`src/rtl/pwm_capture.sv`:
```
// pwm_capture: measures period and high time of an asynchronous PWM pin.
// The pin is synchronised into hw_clk, rising edges are detected, and each
// completed period is reported with a one-cycle meas_valid strobe. A counter
// reaching its maximum without a rising edge flags loss of signal.
module pwm_capture #(
  parameter int CNT_W       = 16,
  parameter int SYNC_STAGES = 2   // must be at least 2
) (
  input  logic             hw_clk,
  input  logic             rst,
  input  logic             pwm_in,
  output logic [CNT_W-1:0] period,
  output logic [CNT_W-1:0] high_time,
  output logic             meas_valid,
  output logic             timeout
);

  localparam logic [CNT_W-1:0] CNT_MAX = '1;
  localparam logic [CNT_W-1:0] CNT_ONE = CNT_W'(1);

  typedef enum logic [1:0] {
    IDLE,
    ARMED,
    MEASURE
  } state_t;

  // Increment that sticks at CNT_MAX instead of wrapping to zero.
  function automatic logic [CNT_W-1:0] sat_inc(input logic [CNT_W-1:0] v);
    return (v == CNT_MAX) ? v : v + 1'b1;
  endfunction

  logic [SYNC_STAGES-1:0] sync_q;
  logic [SYNC_STAGES-1:0] fill_q;
  logic                   s_prev_q;
  logic                   s;
  logic                   rise;
  logic                   sync_full;

  state_t           state_q,  state_d;
  logic [CNT_W-1:0] cnt_q,    cnt_d;
  logic [CNT_W-1:0] hcnt_q,   hcnt_d;
  logic [CNT_W-1:0] period_q, period_d;
  logic [CNT_W-1:0] high_q,   high_d;
  logic             valid_q,  valid_d;
  logic             tmo_q,    tmo_d;

  assign s    = sync_q[SYNC_STAGES-1];
  assign rise = s & ~s_prev_q;
  // fill_q marks when the chain carries real pin samples rather than its
  // reset zeros; without it a pin held high through reset would look like
  // a low-to-high transition once the chain filled.
  assign sync_full = fill_q[SYNC_STAGES-1];

  // Input synchroniser, fill tracker and edge-detect delay.
  always_ff @(posedge hw_clk) begin
    if (rst) begin
      sync_q   <= '0;
      fill_q   <= '0;
      s_prev_q <= 1'b0;
    end else begin
      sync_q   <= {sync_q[SYNC_STAGES-2:0], pwm_in};
      fill_q   <= {fill_q[SYNC_STAGES-2:0], 1'b1};
      s_prev_q <= s;
    end
  end

  // FSM state, counters and registered outputs.
  always_ff @(posedge hw_clk) begin
    if (rst) begin
      state_q  <= IDLE;
      cnt_q    <= '0;
      hcnt_q   <= '0;
      period_q <= '0;
      high_q   <= '0;
      valid_q  <= 1'b0;
      tmo_q    <= 1'b0;
    end else begin
      state_q  <= state_d;
      cnt_q    <= cnt_d;
      hcnt_q   <= hcnt_d;
      period_q <= period_d;
      high_q   <= high_d;
      valid_q  <= valid_d;
      tmo_q    <= tmo_d;
    end
  end

  // Next-state logic: edge-to-edge measurement with a saturation timeout.
  always_comb begin
    state_d  = state_q;
    cnt_d    = sat_inc(cnt_q);
    hcnt_d   = hcnt_q;
    period_d = period_q;
    high_d   = high_q;
    valid_d  = 1'b0;
    tmo_d    = tmo_q;

    unique case (state_q)
      IDLE: begin
        // Only arm once the input is seen low, so an input already high
        // never produces a false first edge.
        if (sync_full && !s) begin
          state_d = ARMED;
          cnt_d   = '0;
          hcnt_d  = '0;
        end
      end
      ARMED: begin
        if (rise) begin
          state_d = MEASURE;
          cnt_d   = CNT_ONE;
          hcnt_d  = CNT_ONE;
        end
      end
      MEASURE: begin
        if (rise) begin
          period_d = cnt_q;
          high_d   = hcnt_q;
          valid_d  = 1'b1;
          tmo_d    = 1'b0;
          cnt_d    = CNT_ONE;
          hcnt_d   = CNT_ONE;
        end else if (s) begin
          hcnt_d = sat_inc(hcnt_q);
        end
      end
      default: begin
        state_d = IDLE;
        cnt_d   = '0;
        hcnt_d  = '0;
      end
    endcase

    // A rise coinciding with cnt==MAX wins, so period==MAX is reportable.
    if ((cnt_q == CNT_MAX) && !rise) begin
      tmo_d   = 1'b1;
      state_d = IDLE;
      cnt_d   = '0;
      hcnt_d  = '0;
    end
  end

  assign period     = period_q;
  assign high_time  = high_q;
  assign meas_valid = valid_q;
  assign timeout    = tmo_q;

endmodule
```
`config.mk`:
```
export PLATFORM = sky130hd
export DESIGN_NAME = pwm_capture
export DESIGN_NICKNAME = d
export VERILOG_FILES = /design/src/rtl/pwm_capture.sv
export SDC_FILE = /design/constraint.sdc
export NUM_CORES = 1
export LEC_CHECK = 0
export ABC_AREA = 0
export BUFFER_PORTS_ARGS = -buffer_cell sky130_fd_sc_hd__buf_2
export CORE_UTILIZATION = 50
export DETAILED_ROUTE_END_ITERATION = 8
export PLACE_DENSITY = 0.73
export SKIP_CTS_REPAIR_TIMING = 1
export SLEW_MARGIN = 40
export SYNTH_ARGS = -nofsm -noshare
export SYNTH_HDL_FRONTEND = slang
export SYNTH_SLANG_ARGS = --single-unit
```
`constraint.sdc`:
```
create_clock -name hw_clk -period 2 [get_ports hw_clk]
set_input_delay 0.2 -clock hw_clk [delete_from_list [all_inputs] [get_ports hw_clk]]
set_output_delay 0.2 -clock hw_clk [all_outputs]
set_load 0.05 [all_outputs]
```
==> results of run 1 <==
[synth_stat cells, types with 2 or more instances]
master / count
sky130_fd_sc_hd__and3_1: 7
sky130_fd_sc_hd__o21bai_1: 2
sky130_fd_sc_hd__buf_6: 3
sky130_fd_sc_hd__o21ai_4: 2
sky130_fd_sc_hd__xor2_1: 10
sky130_fd_sc_hd__ha_1: 7
sky130_fd_sc_hd__a22oi_1: 2
sky130_fd_sc_hd__nor4_1: 2
sky130_fd_sc_hd__o211ai_1: 4
sky130_fd_sc_hd__nand4b_1: 5
sky130_fd_sc_hd__nand2_1: 20
sky130_fd_sc_hd__mux2i_1: 2
sky130_fd_sc_hd__inv_1: 4
sky130_fd_sc_hd__dfxtp_1: 73
sky130_fd_sc_hd__and2_1: 3
sky130_fd_sc_hd__o2111ai_1: 4
sky130_fd_sc_hd__a21oi_1: 19
sky130_fd_sc_hd__nand3_1: 10
sky130_fd_sc_hd__a31oi_1: 4
sky130_fd_sc_hd__nand4_1: 6
sky130_fd_sc_hd__buf_4: 2
sky130_fd_sc_hd__a311oi_1: 9
sky130_fd_sc_hd__o21ai_0: 9
sky130_fd_sc_hd__nor3_1: 4
sky130_fd_sc_hd__buf_2: 2
sky130_fd_sc_hd__and4_1: 4
sky130_fd_sc_hd__nor2b_1: 7
sky130_fd_sc_hd__clkbuf_1: 10
sky130_fd_sc_hd__a41oi_1: 4
sky130_fd_sc_hd__nor2_1: 21
sky130_fd_sc_hd__nand2b_1: 2
sky130_fd_sc_hd__a22o_1: 33
[critical path: stages, from the launching register on]
cell and delay (ns):
sky130_fd_sc_hd__dfxtp_2 0.35, sky130_fd_sc_hd__inv_1 0.10, sky130_fd_sc_hd__ha_2 0.22, sky130_fd_sc_hd__and4bb_2 0.31
sky130_fd_sc_hd__nand3_1 0.12, sky130_fd_sc_hd__a41oi_4 0.31, sky130_fd_sc_hd__a31oi_1 0.13, sky130_fd_sc_hd__a311oi_1 0.26
[kinds of logic (layout without fill, tap and decap cells)]
family                   count (synthesis)  count (layout)  synth area share
AO/OA/AOI/OAI                          103             103             0.257
XOR/XNOR                                10              10            0.0280
adder cells (fa/ha/maj)                  7               7            0.0280
buffers and inverters                   21              87            0.0356
flip-flops                              73              73             0.467
multiplexers                             2               2           0.00640
AND/OR/NAND/NOR                        100             100             0.178
[power by group through the flow]
stage          clock network (mW)  registers [mW]  logic, mW
2_1_floorplan                   0            1.57      0.385
3_3_place_gp                    0            1.55      0.596
3_5_place_dp                    0            1.56      0.612
4_1_cts                      1.46            1.52      0.615
5_1_grt                      1.52            1.53      0.718
6_report                     1.44            1.53      0.655
[per-layer routing]
layer	wire length [um]	vias to the layer above
met5	0	-
met2	3010	79
met1	3470	1282
li1	-	1326
met4	112	0
met3	386	11
[flip-flops by register name, indices dropped and copies added (netlist names)]
name and flops:
s_prev_q 1, period 16, state_q 2, high_time 16, timeout 1, meas_valid 1, cnt_q 16, fill_q 2
sync_q 2, hcnt_q 16
[through the flow]
stage	hold slack, ns	worst slack (ns)	power (mW)	area, um^2
global route	0.0792	0.00541	3.76	3870
global placement	0.411	0.132	2.15	3580
finish	0.0513	0.112	3.62	3870
CTS	0.0478	0.00594	3.60	3840
detailed placement	0.418	0.0361	2.17	3580
floorplan	0.328	0.151	1.95	3130
[layout make-up]
class                   instances  area, um^2  area share
repair buffers                 67         450       0.117
inverters                       4        15.0     0.00388
well taps                      75        93.8      0.0243
clock buffers                  12         155      0.0401
clock inverters                 4        98.8      0.0256
flip-flops and latches         73        1460       0.379
multi-input cells             222        1590       0.411
[layout by cell type (no fill, tap or decap), types with 4 or more instances in the layout]
| master | synthesis | layout |
|---|---|---|
| sky130_fd_sc_hd__xor2_1 | 10 | 10 |
| sky130_fd_sc_hd__inv_1 | 4 | 4 |
| sky130_fd_sc_hd__nand4_1 | 6 | 6 |
| sky130_fd_sc_hd__buf_4 | 2 | 28 |
| sky130_fd_sc_hd__a21oi_1 | 19 | 18 |
| sky130_fd_sc_hd__a41oi_1 | 4 | 4 |
| sky130_fd_sc_hd__nand4b_1 | 5 | 5 |
| sky130_fd_sc_hd__ha_1 | 7 | 5 |
| sky130_fd_sc_hd__o2111ai_1 | 4 | 4 |
| sky130_fd_sc_hd__buf_2 | 2 | 36 |
| sky130_fd_sc_hd__and4_1 | 4 | 4 |
| sky130_fd_sc_hd__nor2b_1 | 7 | 7 |
| sky130_fd_sc_hd__a311oi_1 | 9 | 9 |
| sky130_fd_sc_hd__a22o_1 | 33 | 33 |
| sky130_fd_sc_hd__nor3_1 | 4 | 4 |
| sky130_fd_sc_hd__and3_1 | 7 | 7 |
| sky130_fd_sc_hd__nand3_1 | 10 | 10 |
| sky130_fd_sc_hd__clkbuf_8 | 0 | 11 |
| sky130_fd_sc_hd__a31oi_1 | 4 | 4 |
| sky130_fd_sc_hd__nor2_1 | 21 | 21 |
| sky130_fd_sc_hd__dfxtp_1 | 73 | 71 |
| sky130_fd_sc_hd__o21ai_0 | 9 | 9 |
| sky130_fd_sc_hd__o211ai_1 | 4 | 4 |
| sky130_fd_sc_hd__nand2_1 | 20 | 20 |
[path summary, 6_finish.rpt]
check | startpoint | cells past startpoint | slack, ns | to
worst max-delay path | state_q[1] | 7 | 0.11 | hcnt_q[8]
worst max register to register | state_q[1] | 7 | 0.11 | hcnt_q[8]
worst min-delay path | pwm_in | 2 | 0.05 | sync_q[0]
worst min register to register | fill_q[0] | 1 | 0.44 | fill_q[1]
==> impl_metrics.tcl, run 1 <==
set metrics [dict create \
    grtUsageMet2 0.320 \
    fin_crit_sh 0.944 \
    synth-seq-cells 73 \
    grt-busiest-layer "met2" \
    synthesis.area_um2 3130 \
    share_seq_of_total_power 0.421 \
    maxSlewHeadroom 0.762 \
    track_usage 0.222 \
    max_freq_mhz 530 \
    critical_path.max_fanout 6 \
    worst_ep_required_time_ns 2.26 \
    pin_count 37 \
    n_antenna_cell 0 \
    antenna_found_initial 0 \
    synthArstFlopShare 0 \
    clk_pin_slew_worst_paths_ns 0.07 \
    timing.clock.skew_ns 0.00893 \
    clock_tree.htree_level_count 3 \
    synth_edf_count 0 \
    maxSlewViolCount 0 \
    grt_pass1_wl_um 11000 \
    grt_pass1_vias 2352 \
    ant_nets 0 \
    cap_viol_max_count 0 \
    overflow_after_grt 0 \
    nNetsFinal 387 \
    timing_worst_slew_pin_value_ns 0.357 \
    worst_setup_path_end_kind "flop" \
    rsz0062_at_grt "no" \
    syn_avg_cell_area_um2 9.91 \
    die_y_extent_um 81.1 \
    port_buffers 36 \
    period_minus_slack_ns 1.89 \
    dieWidth_um 81.1 \
    fp-row-count 28 \
    fraction_of_post_synthesis_cell_area_in_the_top_cell_type_by_area 0.467 \
    cts.path.max_buffers 2 \
    internal_power_mw 2.68 \
    totalWireLength_um 6980 \
    hp-class "in -> reg" \
    p_leak_nw 1.56 \
    drt_pass1_iterations 5 \
    run_status "completed" \
    comb_power_share 0.181 \
    finalWeightedCongestion 0.874 \
    estimated_wirelength_of_the_detail_placed_design_um 4710 \
    floorplan.die_area_um2 6580 \
    synth_cell_types 52 \
    yosys_most_used_dff "sky130_fd_sc_hd__dfxtp_1" \
    share_of_post_route_cells_with_drive_strength_above_1 0.262 \
    dr_total_vias 2698 \
    ir_drop_v 0.000543 \
    yosys_warnings 0 \
    tritoncts_num_sinks 73 \
    nFillCells 481 \
    mappedNetlistNets 326 \
    synth-seq-area-share 0.467 \
    detail_route.drc_violations 0 \
    met1_usage 0.313 \
    area_delta_synth_final_pct 23.5 \
    worst_ep_arrival_time_ns 2.15 \
    power.density_nw_per_um2 937 \
    net-switching-power_mw 0.944 \
    cell_types_with_the_largest_area_share_after_synthesis "sky130_fd_sc_hd__dfxtp_1 (47%), sky130_fd_sc_hd__a22o_1 (9.2%), sky130_fd_sc_hd__a21oi_1 (3.0%)" \
    tritoncts "built" \
    timing.setup.tns_ns 0 \
    cts_bufs_inserted 9 \
    fin_cells 457 \
    p_clk_frac 0.398 \
    hold_viol_final 0 \
    number_of_instances_in_the_placed_design 441 \
    routed_via_density 5.90 \
    netSwitchingFraction 0.260 \
    setup-violations-final 0 \
    crit_path_start_kind "flop" \
    setup.worst_path.class "reg -> reg" \
    initial_core_util 0.523 \
    netlist_instances 316 \
    route.detailed.wl_per_inst_um 15.3 \
    initialDrtViolationCount 172 \
    clock_tree.root_cell "sky130_fd_sc_hd__clkbuf_8" \
    yosys.area.top_type "sky130_fd_sc_hd__dfxtp_1" \
    grt_max_degree 26 \
    groute.layer.met3.usage 0.0393 \
    final_util 0.645 \
    core_region_area_um2 5990 \
    worst_skew_pair.late_latency_ns 0.36 \
]
(Power assumes the default switching activity.)
==> run 2: changes to the inputs <==
ABC_CLOCK_PERIOD_IN_PS = 2000   (was not set)
MAX_ROUTING_LAYER = met4   (was not set)
==> run 2 against run 1 <==
Compared with the run above: sequential share of layout area is the same; critical path depth is the same; first-iteration DRC count grew 12%; combinational power is essentially flat; critical path type unchanged; critical endpoint unchanged; largest cell class unchanged; largest power group unchanged; highest routed layer unchanged.
==> impl_metrics.tcl, run 2 (synthesized netlist as in run 1, its figures left out) <==
set metrics [dict create \
    run_status "completed" \
    finalWeightedCongestion 0.888 \
    grt_pass1_wl_um 11000 \
    clock_tree.root_cell "sky130_fd_sc_hd__clkbuf_8" \
    setup-violations-final 0 \
    grtUsageMet2 0.320 \
    timing.clock.skew_ns 0.00873 \
    track_usage 0.228 \
    layout.cells.most_common "sky130_fd_sc_hd__dfxtp_1" \
    fin_crit_sh 0.946 \
    overflow_after_grt 0 \
    fin_cells 457 \
    hold_viol_final 0 \
    route.detailed.wl_per_inst_um 15.3 \
    n_antenna_cell 0 \
    timing.setup.tns_ns 0 \
    internal_power_mw 2.68 \
    setup.worst_path.class "reg -> reg" \
    clk_pin_slew_worst_paths_ns 0.07 \
    power.density_nw_per_um2 936 \
    estimated_wirelength_of_the_detail_placed_design_um 4710 \
    critPathMaxStageDelay_ns 0.35 \
    grt_pass1_vias 2352 \
    dieWidth_um 81.1 \
    detail_route.drc_violations 0 \
    port_buffers 36 \
    floorplan.die_area_um2 6580 \
    pre_cts_ws_ns 0.0361 \
    critical-path-top-delay-family "compound AO/OA/AOI/OAI gates" \
    fp-row-count 28 \
    maxSlewViolCount 0 \
    layout_setup_ws_ns 0.107 \
    tritoncts "built" \
    initialDrtViolationCount 193 \
    pin_count 37 \
    max_freq_mhz 528 \
    antenna_found_initial 0 \
    core_region_area_um2 5990 \
    share_seq_of_total_power 0.421 \
    worst_setup_path_end_kind "flop" \
    net-switching-power_mw 0.939 \
    p_clk_frac 0.397 \
    worst_ep_required_time_ns 2.26 \
    met1_usage 0.313 \
    drt_pass1_iterations 5 \
    tritoncts_num_sinks 73 \
    period_minus_slack_ns 1.89 \
    cap_viol_max_count 0 \
    hp-class "in -> reg" \
    worstPathCellList "inv_1, ha_2, and4bb_2, nand3_1, a41oi_4, a31oi_1, a311oi_1" \
    totalWireLength_um 6970 \
    timing.critical_path.buf_inv 1 \
    rrSetupSlack_ns 0.11 \
    die_y_extent_um 81.1 \
    initial_core_util 0.523 \
    nNetsFinal 387 \
    crit_slowest_cell "sky130_fd_sc_hd__dfxtp_2" \
    share_of_post_route_cells_with_drive_strength_above_1 0.262 \
    p_leak_nw 1.56 \
    maxSlewHeadroom 0.759 \
    grt_max_degree 26 \
    worst_ep_arrival_time_ns 2.15 \
    clock_tree.htree_level_count 3 \
    dr_total_vias 2702 \
    groute.layer.met3.usage 0.0393 \
    ir_drop_v 0.000541 \
    grt-busiest-layer "met2" \
    cts_bufs_inserted 9 \
    timing_worst_slew_pin_value_ns 0.361 \
    critical_path.max_fanout 6 \
    comb_power_share 0.181 \
    final_cell_mix "sky130_fd_sc_hd__dfxtp_1 (71), sky130_fd_sc_hd__buf_2 (36), sky130_fd_sc_hd__a22o_1 (33)" \
    netSwitchingFraction 0.260 \
    rsz0062_at_grt "no" \
    routed_via_density 5.91 \
    worst_skew_pair.late_latency_ns 0.36 \
    area_delta_synth_final_pct 23.5 \
    ant_nets 0 \
    number_of_instances_in_the_placed_design 441 \
    final_hold_slack_ns 0.0555 \
    cts.path.max_buffers 2 \
    crit_path_start_kind "flop" \
]
[run 2: worst paths after layout]
path,cells past startpoint,from,end
max reg2reg,7,state_q[1],hcnt_q[8]
min reg2reg,1,fill_q[0],fill_q[1]
min,2,pwm_in,sync_q[0]
max,7,state_q[1],hcnt_q[8]
[run 2: power by group through the flow]
stage	logic [mW]	registers, mW	clock network [mW]
floorplan	0.385	1.57	0
global placement	0.596	1.55	0
detailed placement	0.612	1.56	0
CTS	0.615	1.52	1.46
global route	0.718	1.53	1.52
finish	0.656	1.53	1.44
[run 2: worst reg2reg max path, cell delays in order (launching register included)]
cell	delay, ns
sky130_fd_sc_hd__dfxtp_2	0.35
sky130_fd_sc_hd__inv_1	0.10
sky130_fd_sc_hd__ha_2	0.22
sky130_fd_sc_hd__and4bb_2	0.31
sky130_fd_sc_hd__nand3_1	0.12
sky130_fd_sc_hd__a41oi_4	0.31
sky130_fd_sc_hd__a31oi_1	0.13
sky130_fd_sc_hd__a311oi_1	0.26
[run 2: layout make-up]
class | instances | area [um^2]
Clock buffer | 12 | 155
Clock inverter | 4 | 98.8
Fill cell | 481 | 2120
Inverter | 4 | 15.0
Multi-Input combinational cell | 222 | 1590
Sequential cell | 73 | 1460
Tap cell | 75 | 93.8
Timing Repair Buffer | 67 | 450
[run 2: per-layer routing]
layer | part of all wire | routed length (um)
met4 | 0.017 | 122
met5 | 0 | 0
met2 | 0.43 | 3010
met1 | 0.49 | 3410
met3 | 0.061 | 424
[run 2: per-stage QoR]
step / total power, mW / util / area (um^2)
floorplan: 1.95 / - / 3130
global placement: 2.15 / 0.598 / 3580
detailed placement: 2.17 / 0.598 / 3580
CTS: 3.60 / 0.640 / 3840
global route: 3.76 / 0.645 / 3870
finish: 3.62 / 0.645 / 3870
